==> src/rtl/majority_voter.sv <==
// N-input majority / threshold voter with a two-stage valid/ready pipeline.
// Optional disagreement counter enabled by defining MAJ_DISAGREE_CNT_EN.
`timescale 1ns/1ps
module majority_voter #(
  parameter  int N  = 5,
  localparam int CW = $clog2(N + 1)
) (
  input  logic          clk,
  input  logic          rst,
  input  logic          in_valid,
  output logic          in_ready,
  input  logic [N-1:0]  in_vec,
  input  logic          mode,
  input  logic [CW-1:0] thr,
  output logic          out_valid,
  input  logic          out_ready,
  output logic          out_z,
  output logic [CW-1:0] out_count,
  output logic          out_unanimous
`ifdef MAJ_DISAGREE_CNT_EN
  ,
  output logic [15:0]   disagree_cnt,
  input  logic          cnt_clr
`endif
);

  localparam logic [CW-1:0] HALF = CW'(N / 2);

  logic          s1_valid_reg;
  logic [CW-1:0] s1_count_reg;
  logic          s1_mode_reg;
  logic [CW-1:0] s1_thr_reg;
  logic          s1_unan_reg;

  logic          s2_valid_reg;
  logic          s2_z_reg;
  logic [CW-1:0] s2_count_reg;
  logic          s2_unan_reg;

  logic [CW-1:0] pop_count;
  logic          s2_advance;
  logic          decision;

  always_comb begin
    pop_count = '0;
    for (int i = 0; i < N; i++) begin
      pop_count = pop_count + CW'(in_vec[i]);
    end
  end

  // A stalled output only blocks input once S1 is also occupied.
  assign s2_advance = !s2_valid_reg || out_ready;
  assign in_ready   = !s1_valid_reg || s2_advance;

  assign decision = s1_mode_reg ? (s1_count_reg >= s1_thr_reg)
                                : (s1_count_reg > HALF);

  always_ff @(posedge clk) begin
    if (rst) begin
      s1_valid_reg <= 1'b0;
      s1_count_reg <= '0;
      s1_mode_reg  <= 1'b0;
      s1_thr_reg   <= '0;
      s1_unan_reg  <= 1'b0;
    end else if (in_ready) begin
      s1_valid_reg <= in_valid;
      if (in_valid) begin
        s1_count_reg <= pop_count;
        s1_mode_reg  <= mode;
        s1_thr_reg   <= thr;
        s1_unan_reg  <= (in_vec == '0) || (in_vec == '1);
      end
    end
  end

  always_ff @(posedge clk) begin
    if (rst) begin
      s2_valid_reg <= 1'b0;
      s2_z_reg     <= 1'b0;
      s2_count_reg <= '0;
      s2_unan_reg  <= 1'b0;
    end else if (s2_advance) begin
      s2_valid_reg <= s1_valid_reg;
      if (s1_valid_reg) begin
        s2_z_reg     <= decision;
        s2_count_reg <= s1_count_reg;
        s2_unan_reg  <= s1_unan_reg;
      end
    end
  end

  assign out_valid     = s2_valid_reg;
  assign out_z         = s2_z_reg;
  assign out_count     = s2_count_reg;
  assign out_unanimous = s2_unan_reg;

`ifdef MAJ_DISAGREE_CNT_EN
  logic [15:0] disagree_cnt_reg;

  // Clear beats a same-cycle increment; the count sticks at all-ones.
  always_ff @(posedge clk) begin
    if (rst) begin
      disagree_cnt_reg <= '0;
    end else if (cnt_clr) begin
      disagree_cnt_reg <= '0;
    end else if (s2_valid_reg && out_ready && !s2_unan_reg &&
                 (disagree_cnt_reg != 16'hFFFF)) begin
      disagree_cnt_reg <= disagree_cnt_reg + 16'd1;
    end
  end

  assign disagree_cnt = disagree_cnt_reg;
`endif

endmodule

==> config.mk <==
export PLATFORM = sky130hd
export DESIGN_NAME = majority_voter
export DESIGN_NICKNAME = d
export VERILOG_FILES = /design/src/rtl/majority_voter.sv
export SDC_FILE = /design/constraint.sdc
export NUM_CORES = 1
export LEC_CHECK = 0
export BUFFER_PORTS_ARGS = -buffer_cell sky130_fd_sc_hd__buf_2
export CORE_MARGIN = 1
export CORE_UTILIZATION = 45
export CTS_CLUSTER_DIAMETER = 60
export DETAILED_ROUTE_END_ITERATION = 12
export PLACE_DENSITY_LB_ADDON = 0.05
export SYNTH_ARGS = -nofsm -noshare
export SYNTH_HDL_FRONTEND = slang
export SYNTH_SLANG_ARGS = --single-unit
==> constraint.sdc <==
create_clock -name clk -period 1.97 [get_ports clk]
set_clock_uncertainty 0.2 [all_clocks]
set_input_delay 0.2955 -clock clk [delete_from_list [all_inputs] [get_ports clk]]
set_output_delay 0.2955 -clock clk [all_outputs]
set_load 0.01 [all_outputs]
* Word-level counts from Yosys, hierarchy flattened
Index checks and enable logic that the tools add are counted.
** Storage, ports and cells
- Bits of input ports :: 13
- Register bits :: 15
- Output and inout port bits :: 7
- Logic and storage cells :: 25
** Operators by class
- Mux-type cells :: 1
- $add $sub $neg :: 4
- Reductions and logical operators :: 8
- Eq/ne operators :: 1
- Magnitude comparators :: 2
** Operators by type and width (count)
- 3-bit by 1-bit adder with 3-bit output :: 2
- 5-bit equality test, second input constant :: 1
- 5-bit logical NOT :: 1
- 2-bit AND reduction :: 2
- 2-bit by 1-bit adder with 3-bit output :: 1
- 3-bit >= comparator :: 1
- 3-bit by 2-bit > comparator with 1-bit output, second input constant :: 1
- 1-bit logical OR :: 3
- 1-bit by 1-bit adder with 2-bit output :: 1
- 1-bit logical NOT :: 2
- 1-bit two-way mux :: 1

* Depth between registers and ports, before layout
Gate-level depths: netlist of run 1.
- Depth after elaboration :: 4
- Mapped depth :: 5
- Depth with buffers taken out :: 5

* Least setup slack after synthesis of run 1
OpenSTA, ideal clock, no wires.
- Kind :: input to register
- Start point :: in in_vec[0]
- End point :: reg s1_count_reg[1]
- Stages on the path :: 5
- Setup slack :: 130 ps
- Required time :: 1642 ps
- Setup time :: 128 ps
- Arrival :: 1512 ps
- Path buffers :: 0
- Path through :: fa_1 > fa_1 > ha_1 > nand2_1 > mux2i_1
** Between the ends
- Word-level cells in the longest chain between the ends :: 4
** Ends and longest elaborated chain
- from (decl) :: line 12 : input logic [N-1:0] in_vec,
- 1-bit by 1-bit adder with 2-bit output :: line 47 : pop_count = pop_count + CW'(in_vec[i]);
- 2-bit by 1-bit adder with 3-bit output :: line 47
- 3-bit by 1-bit adder with 3-bit output (2 in a row) :: line 47
- named net pop_count[1] :: line 40 : logic [CW-1:0] pop_count;
- to (signal assigned) :: line 68 : s1_count_reg <= pop_count;
- to (decl) :: line 30 : logic [CW-1:0] s1_count_reg;
The timed path passes the listed nets, and every way through them passes these cells.
A chain may end at the register's enable or synchronous reset.

* Worst setup path in the final report of run 1
Ends and elaborated chain as after synthesis.

==> results_dict.tcl, run 1 <==
set metrics [dict create \
    run_status "completed" \
    syn-num-nets 106 \
    cts_setup_buffers 0 \
    grt_overflow 0 \
    wl_met1_um 759 \
    synth_cells 85 \
    die_x_um 44.2 \
    wire_per_inst_um 12.1 \
    synthAdderAreaFrac_pct 14.4 \
    tightest_slew_ns 0.347 \
    drtIter0Drc 15 \
    grt_pass1_vias 623 \
    arrival_ns 1.69 \
    grt_usage_pct 18.9 \
    critPathKind "input pin to flop" \
    vias 670 \
    antenna_found_initial 0 \
    hold_viol 0 \
    fillerInstances 153 \
    synthTopCellsByCount "dfxtp_1 (15), nand2_1 (9), a21oi_1 (6), ha_1 (6), inv_1 (6)" \
    routed_wl_um 1490 \
    clockBufferDepth 2 \
    clkLatencyLatePin_ns 0.28 \
    post_cts_resized 0 \
    cts_tree "yes" \
    startpoint "in_vec[0]" \
    critPathLaunchType "input pin" \
    dieArea_sq_um 1950 \
    clk_pin_slew_ns 0.09 \
    synth_top_family_by_area "compound AO/OA/AOI/OAI gates" \
    worstRegToRegCells 5 \
    regToRegSetupSlack_ns 0.36 \
    die_y_um 44.2 \
    hp-start "mode" \
    relSlewSlack_pct 76.8 \
    dr_wl_met2_um 634 \
    cts-root-buf "clkbuf_4" \
    ant_nets 0 \
    max_cap_viol_count 0 \
    synth-seq-area-share_pct 37.4 \
    gp_congestion 0.799 \
    synth_edf_count 0 \
    io_pins 20 \
    cts_hold_buf 0 \
    rows 14 \
    synth_area_leader_cell "dfxtp_1" \
    r2r_end "out_z$_SDFFE_PP0P_" \
    synthFlopType "dfxtp_1" \
    critPathMaxFanout 3 \
    yosysWarnings 0 \
    synthSimpleGateAreaFrac_pct 14.8 \
    syn_area_per_cell_sq_um 9.44 \
    area_growth_pct 17.5 \
    numPortBuffers 19 \
    h-tree-depth 1 \
    synth_area_sq_um 802 \
    vias_per_cell 5.45 \
    ir_drop_mv 0.365 \
    post-route-util_pct 59.8 \
    drc 0 \
    grt_pass1_wl_um 2700 \
    maxSlewViolCount 0 \
    synth-async-reset-ratio_pct 0 \
    leakage_nw 0.416 \
    netlist.area_leader.share_pct 37.4 \
    synth-seq-cells 15 \
    num_antenna_cells 0 \
    drive_above_1_share_pct 27.1 \
    hold_class "input pin to flop" \
    endpoint "s1_count_reg[1]$_SDFFE_PP0P_" \
    fin_crit_sh_pct 87.1 \
    fin_nets 129 \
    place_hpwl_um 1130 \
    floorplan.initialDensity_pct 50.9 \
    setup_tns_ns 0 \
    endpoint_kind "flop" \
    r2r_start "s1_count_reg[0]$_SDFFE_PP0P_" \
    wl_met3_um 50 \
    coreArea_sq_um 1580 \
    highest_layer "met4" \
    cts_buffers 3 \
    cts_sinks 15 \
    min_path_cells 3 \
    synth.most_common_cell "dfxtp_1" \
    synth-compound-area-share_pct 21.2 \
    power_density_nw_per_um2 661 \
    setup_violations 0 \
    layout_min_cycle_time_ns 1.72 \
    rsz0062_at_grt "no" \
    synth_cell_type_count 30 \
    fmax_mhz 583 \
    cp.required_ns 1.94 \
    grt_max_degree 13 \
    synth.area.top_cells "dfxtp_1 (37%), ha_1 (9.4%), fa_1 (5.0%)" \
    drtPass1Iterations 6 \
    synth_xor_area_share_pct 0 \
    muxShareOfSynthArea_pct 4.99 \
]
-- layer usage --
layer	track usage [%]	vias up
li1	-	348
met1	24.7	301
met2	28.8	16
met3	3.67	5
met4	10.9	0
met5	0	-
-- layout make-up --
type | instances | area, sq um | area share, %
sequential | 15 | 300 | 31.9
multi-input combinational | 58 | 444 | 47.1
clock buffer | 4 | 26.3 | 2.79
timing repair buffer | 23 | 125 | 13.3
inverter | 7 | 26.3 | 2.79
tap | 16 | 20.0 | 2.12
-- critical path: stages --
cell	delay, ns
buf_2	0.12
fa_1	0.49
fa_1	0.38
ha_1	0.28
nand2_1	0.06
mux2i_1	0.06
-- kinds of logic (layout without fill, tap and decap cells) --
family | Yosys count | in the layout
mux | 4 | 4
fa+ha+maj | 8 | 8
flops | 15 | 15
buf+inv | 12 | 34
simple gates | 23 | 23
compound gates | 23 | 23
-- how the worst min path moves through the flow --
stage | endpoint | slack, ns
5_1_grt | s1_thr_reg[2]$_SDFFE_PP0P_ | 0.07
6_report | s1_mode_reg$_SDFFE_PP0P_ | 0.06
3_5_place_dp | s1_thr_reg[0]$_SDFFE_PP0P_ | 0.26
2_1_floorplan | s1_unan_reg$_SDFFE_PP0P_ | 0.16
3_3_place_gp | s1_thr_reg[0]$_SDFFE_PP0P_ | 0.25
4_1_cts | s1_mode_reg$_SDFFE_PP0P_ | 0.05
-- cell usage in the layout (no fill, tap or decap) --
| master | instances |
|---|---|
| buf_2 | 19 |
| dfxtp_1 | 15 |
| nand2_1 | 9 |
| inv_1 | 6 |
| a21oi_1 | 6 |
| ha_1 | 6 |
| o21ai_0 | 5 |
| mux2i_1 | 4 |
| nand3_1 | 4 |
| buf_4 | 4 |
| nand2b_1 | 3 |
| o2111ai_1 | 3 |
| o31ai_1 | 3 |
| clkbuf_4 | 3 |
| nor2_1 | 2 |
| fa_1 | 2 |
| nor2b_1 | 1 |
| a21boi_4 | 1 |
| clkinv_1 | 1 |
| nor4b_2 | 1 |
| a41oi_1 | 1 |
| nor3_1 | 1 |
| a2111oi_2 | 1 |
| and2_0 | 1 |
| a221oi_1 | 1 |
| a211o_1 | 1 |
| nand4_1 | 1 |
| o22ai_1 | 1 |
| clkbuf_1 | 1 |
-- where the power goes --
part           internal [W]  total [W]  switching [W]
Clock             0.0000787   0.000175      0.0000967
Combinational     0.0000526   0.000113      0.0000609
Sequential         0.000321   0.000334      0.0000122
Total              0.000453   0.000622       0.000170
-- metrics by stage --
stage / power, W / hold WS (ns) / instances / worst slack (ns) / area [sq um]
floorplan: 0.000411 / 0.164 / 85 / 0.130 / 802
global placement: 0.000450 / 0.249 / 119 / -0.0290 / 916
detailed placement: 0.000454 / 0.262 / 119 / -0.0638 / 916
CTS: 0.000630 / 0.0510 / 123 / 0.249 / 942
global route: 0.000662 / 0.0724 / 123 / 0.215 / 942
finish: 0.000622 / 0.0631 / 123 / 0.254 / 942
(Power assumes the default switching activity.)
==> inputs of run 2 (changes only) <==
--- a/config.mk
+++ b/config.mk
@@ -10,6 +10,8 @@
 export CORE_UTILIZATION = 45
 export CTS_CLUSTER_DIAMETER = 60
 export DETAILED_ROUTE_END_ITERATION = 12
+export GPL_ROUTABILITY_DRIVEN = 0
+export HOLD_SLACK_MARGIN = 0.03
 export PLACE_DENSITY_LB_ADDON = 0.05
 export SYNTH_ARGS = -nofsm -noshare
 export SYNTH_HDL_FRONTEND = slang
==> constraint.sdc (replaced) <==
create_clock -name clk -period 1.97 [get_ports clk]
set_clock_uncertainty 0.2 [all_clocks]
set_input_delay 0.0985 -clock clk [delete_from_list [all_inputs] [get_ports clk]]
set_output_delay 0.0985 -clock clk [all_outputs]
set_load 0.01 [all_outputs]
==> run 2 against run 1 <==
Compared with the run above:
- clock power is essentially flat
- final cell count rose by 6.5%
- core utilization up 5.5 points
- combinational power rose by 12%
- maximum frequency decreased by 8.9%
- non-clock buffer count grew 8
- sequential cell count is the same
- critical endpoint is now s1_thr_reg[1]$_SDFFE_PP0P_
- largest power group unchanged
==> results_dict.tcl, run 2 (synthesis gave the netlist of run 1 again) <==
set metrics [dict create \
    area_growth_pct 28.2 \
    critPathMaxFanout 12 \
    hold_viol 0 \
    power_density_nw_per_um2 618 \
    num_antenna_cells 0 \
    maxSlewViolCount 0 \
    cts_buffers 3 \
    critPathKind "input pin to flop" \
    cts_tree "yes" \
    hold_class "input pin to flop" \
    clkLatencyLatePin_ns 0.28 \
    numPortBuffers 19 \
    critical_path.cell_chain "dlygate4sd3_1 -> buf_2 -> clkinvlp_4 -> o2111ai_1 -> o31ai_1 -> dlygate4sd3_1" \
    critPathLaunchType "input pin" \
    cpMostUsedCell "dlygate4sd3_1" \
    drtPass1Iterations 6 \
    final_cells 131 \
    place_hpwl_um 1140 \
    rsz0062_at_grt "no" \
    arrival_ns 1.86 \
    grt_pass1_vias 716 \
    fin_crit_sh_pct 95.7 \
    fin_nets 137 \
    die_x_um 44.2 \
    tightest_slew_ns 0.386 \
    dp.cells 117 \
    max_cap_viol_count 0 \
    floorplan.initialDensity_pct 50.9 \
    final_cell_mix "buf_2 (19), dfxtp_1 (15), nand2_1 (9), dlygate4sd3_1 (9)" \
    drive_above_1_share_pct 25.2 \
    rows 14 \
    vias 699 \
    fmax_mhz 531 \
    cts-root-buf "clkbuf_4" \
    wire_per_inst_um 12.4 \
    cp_top_family "buffers and inverters" \
    die_y_um 44.2 \
    dieArea_sq_um 1950 \
    critPathBufInv 4 \
    vias_per_cell 5.34 \
    grt_max_degree 13 \
    ir_drop_mv 0.386 \
    run_status "completed" \
    leakage_nw 0.444 \
    setup_violations 0 \
    layout_commonest_cell "buf_2" \
    grt_overflow 0 \
    coreArea_sq_um 1580 \
    grt_usage_pct 20.4 \
    clk_pin_slew_ns 0.09 \
    drc 0 \
    h-tree-depth 1 \
    ant_nets 0 \
    cp_slowest_stage_delay_ns 0.56 \
    cts_sinks 15 \
    endpoint_kind "flop" \
    relSlewSlack_pct 74.3 \
    io_pins 20 \
    regToRegSetupSlack_ns 0.13 \
    antenna_found_initial 0 \
    drtIter0Drc 12 \
    power_w 0.000636 \
    layout_min_cycle_time_ns 1.88 \
    cp.required_ns 1.95 \
    routed_wl_um 1620 \
    setup_tns_ns 0 \
    clockBufferDepth 2 \
    grt_pass1_wl_um 2950 \
    cp_slowest_cell "dlygate4sd3_1" \
]
-- run 2: cell types whose count changed in the layout (fill, tap and decap cells not counted), sizes merged --
cell         before  now
clkinvlp          0    1
dlygate4sd3       0    9
buf              23   22
inv               6    5
-- run 2: area by class of cell --
cell class,count,area [sq um]
well taps,16,20.0
inverters,7,30.0
fillers,159,548
multi-input cells,58,444
repair buffers,31,208
clock buffers,4,26.3
flip-flops and latches,15,300
-- run 2: path summary, 6_finish.rpt --
kind,start,to,cells after the start
max,rst,s1_thr_reg[1]$_SDFFE_PP0P_,6
min,in_vec[3],s1_unan_reg$_SDFFE_PP0P_,3
max reg2reg,s1_valid_reg$_SDFFE_PP0P_,s1_thr_reg[1]$_SDFFE_PP0P_,4
min reg2reg,s1_thr_reg[0]$_SDFFE_PP0P_,s1_thr_reg[0]$_SDFFE_PP0P_,2
-- run 2: layer usage --
layer  vias to the layer above  track usage [%]  share of wire [%]
met3                         3             3.67                3.4
met4                         0             9.09                1.4
met2                        18             36.8                 49
met1                       316             23.4                 46
li1                        362                -                  -
met5                         -                0                  0
-- run 2: metrics by stage --
step | instance area [sq um] | utilization [%] | hold slack, ns | setup WS (ns)
finish | 1030 | 65.2 | 0.0851 | 0.0857
global route | 1030 | 65.2 | 0.126 | 0.0371
CTS | 1020 | 64.5 | 0.0926 | 0.0291
detailed placement | 901 | 57.1 | 0.152 | 0.123
global placement | 901 | 57.1 | 0.146 | 0.171
floorplan | 802 | - | -0.0326 | 0.327
-- run 2: worst min-delay path, stage by stage --
cell and delay (ns):
buf_2 0.12, a41oi_1 0.21, a2111oi_2 0.09
-- run 2: what timing repair did --
action | 4_1_cts | 5_1_grt
endpoints found under the hold margin | 13 | 0
setup endpoints to repair | 0 | 2
buffers inserted | 0 | 1
hold buffers | 9 | 0
resized for setup | 0 | 1
-- run 2: power by group --
group	leakage [nW]	total, W	internal, W	switching (W)
combinational	0.306	0.000126	0.0000626	0.0000637
clock	0.0150	0.000176	0.0000788	0.0000974
sequential	0.123	0.000334	0.000321	0.0000123
total	0.444	0.000636	0.000463	0.000173
==> inputs of run 3 (changes only) <==
--- a/config.mk
+++ b/config.mk
@@ -13,6 +13,7 @@
 export GPL_ROUTABILITY_DRIVEN = 0
 export HOLD_SLACK_MARGIN = 0.03
 export PLACE_DENSITY_LB_ADDON = 0.05
+export RECOVER_POWER = 100
 export SYNTH_ARGS = -nofsm -noshare
 export SYNTH_HDL_FRONTEND = slang
 export SYNTH_SLANG_ARGS = --single-unit
==> run 3 against run 2 <==
Compared with the run above:
- largest power group unchanged
- via count is 0.43% higher
- critical path depth unchanged
- clock power about the same
- non-clock buffer count unchanged
- core utilization decreased by 0.87 points
- register-to-register slack hardly changed
- critical path type unchanged
- design area down 1.3%
- sequential cell count stayed put
- first-iteration DRC count unchanged
==> results_dict.tcl, run 3 (synthesis gave the netlist of run 1 again) <==
set metrics [dict create \
    vias_per_cell 5.36 \
    ant_nets 0 \
    rsz0062_at_grt "no" \
    grt_usage_pct 20.4 \
    relSlewSlack_pct 73.5 \
    clk_pin_slew_ns 0.09 \
    critPathKind "input pin to flop" \
    critPathMaxFanout 12 \
    dp_slack_ns 0.123 \
    h-tree-depth 1 \
    cts-root-buf "clkbuf_4" \
    io_pins 20 \
    setup_violations 0 \
    fmax_mhz 531 \
    numPortBuffers 19 \
    rows 14 \
    leakage_nw 0.411 \
    die_x_um 44.2 \
    worstRegToRegCells 4 \
    fin_nets 137 \
    power_density_nw_per_um2 624 \
    arrival_ns 1.86 \
    dieArea_sq_um 1950 \
    area_growth_pct 26.5 \
    coreArea_sq_um 1580 \
    cts_buffers 3 \
    grt_pass1_wl_um 2950 \
    drtPass1Iterations 6 \
    grt_max_degree 13 \
    floorplan.initialDensity_pct 50.9 \
    min_path_cells 3 \
    whs_ns 0.0875 \
    clkLatencyLatePin_ns 0.28 \
    place_hpwl_um 1140 \
    clockBufferDepth 2 \
    antenna_found_initial 0 \
    drive_above_1_share_pct 17.4 \
    max_cap_viol_count 0 \
    critPathLaunchType "input pin" \
    ir_drop_mv 0.388 \
    regToRegSetupSlack_ns 0.14 \
    cts_tree "yes" \
    run_status "completed" \
    cp.required_ns 1.95 \
    hold_viol 0 \
    layout_min_cycle_time_ns 1.88 \
    tightest_slew_ns 0.397 \
    layout_setup_ws_ns 0.0870 \
    final_cell_mix "dfxtp_1 (15), buf_2 (11), clkbuf_1 (10), nand2_1 (9), dlygate4sd3_1 (9)" \
    num_antenna_cells 0 \
    fin_crit_sh_pct 95.6 \
    fillerInstances 164 \
    drtIter0Drc 12 \
    die_y_um 44.2 \
    maxSlewViolCount 0 \
    hold_class "input pin to flop" \
    cts_sinks 15 \
    layout_commonest_cell "dfxtp_1" \
    routed_wl_um 1630 \
    drc 0 \
    vias 702 \
    grt_overflow 0 \
    endpoint_kind "flop" \
    setup_tns_ns 0 \
    grt_pass1_vias 716 \
    wire_per_inst_um 12.5 \
]
==> run 3: changes by cell type in the layout (fill, tap and decap cells not counted) <==
cell / before / now
clkbuf_1: 1 / 10
buf_4: 3 / 2
buf_2: 19 / 11
==> run 3: final timing paths <==
kind / start / to
max: rst / s1_thr_reg[1]$_SDFFE_PP0P_
min: in_vec[3] / s1_unan_reg$_SDFFE_PP0P_
min reg2reg: s1_thr_reg[0]$_SDFFE_PP0P_ / s1_thr_reg[0]$_SDFFE_PP0P_
max reg2reg: s1_valid_reg$_SDFFE_PP0P_ / s1_thr_reg[1]$_SDFFE_PP0P_
==> run 3: stage by stage <==
| stage | utilization, % | area [sq um] | total power (W) | instances |
|---|---|---|---|---|
| floorplan | - | 802 | 0.000411 | 85 |
| detailed placement | 57.1 | 901 | 0.000451 | 117 |
| finish | 64.4 | 1010 | 0.000633 | 131 |
| CTS | 64.5 | 1020 | 0.000642 | 130 |
| global placement | 57.1 | 901 | 0.000446 | 117 |
| global route | 64.4 | 1010 | 0.000682 | 131 |
==> run 3: where the power goes <==
group	switching, W	total [W]	internal [W]
Combinational	0.0000638	0.000124	0.0000601
Sequential	0.0000125	0.000334	0.000321
Clock	0.0000965	0.000175	0.0000787
==> run 3: metal layers <==
metal	vias up	routed length, um	share of wire (%)	track usage [%]
li1	362	-	-	-
met5	-	0	0	0
met4	0	23	1.4	9.09
met2	20	787	48	36.8
met1	317	760	47	23.4
met3	3	63	3.9	3.67
==> run 3: final cells by class <==
type / count / area (sq um) / area share [%]
Multi-Input combinational cell: 58 / 444 / 43.8
Tap cell: 16 / 20.0 / 1.97
Inverter: 7 / 30.0 / 2.96
Clock buffer: 4 / 26.3 / 2.59
Sequential cell: 15 / 300 / 29.6
Timing Repair Buffer: 31 / 194 / 19.1
==> run 3: critical path: stages <==
cell	delay [ns]
dlygate4sd3_1	0.52
buf_2	0.27
clkinvlp_4	0.19
o2111ai_1	0.13
o31ai_1	0.10
dlygate4sd3_1	0.56
==> run 3: timing repair <==
| item | 4_1_cts | 5_1_grt |
|---|---|---|
| buffers inserted | 0 | 1 |
| setup endpoints to repair | 0 | 2 |
| gates resized for setup | 0 | 1 |
| endpoints found under the hold margin | 13 | 0 |
| hold buffers | 9 | 0 |
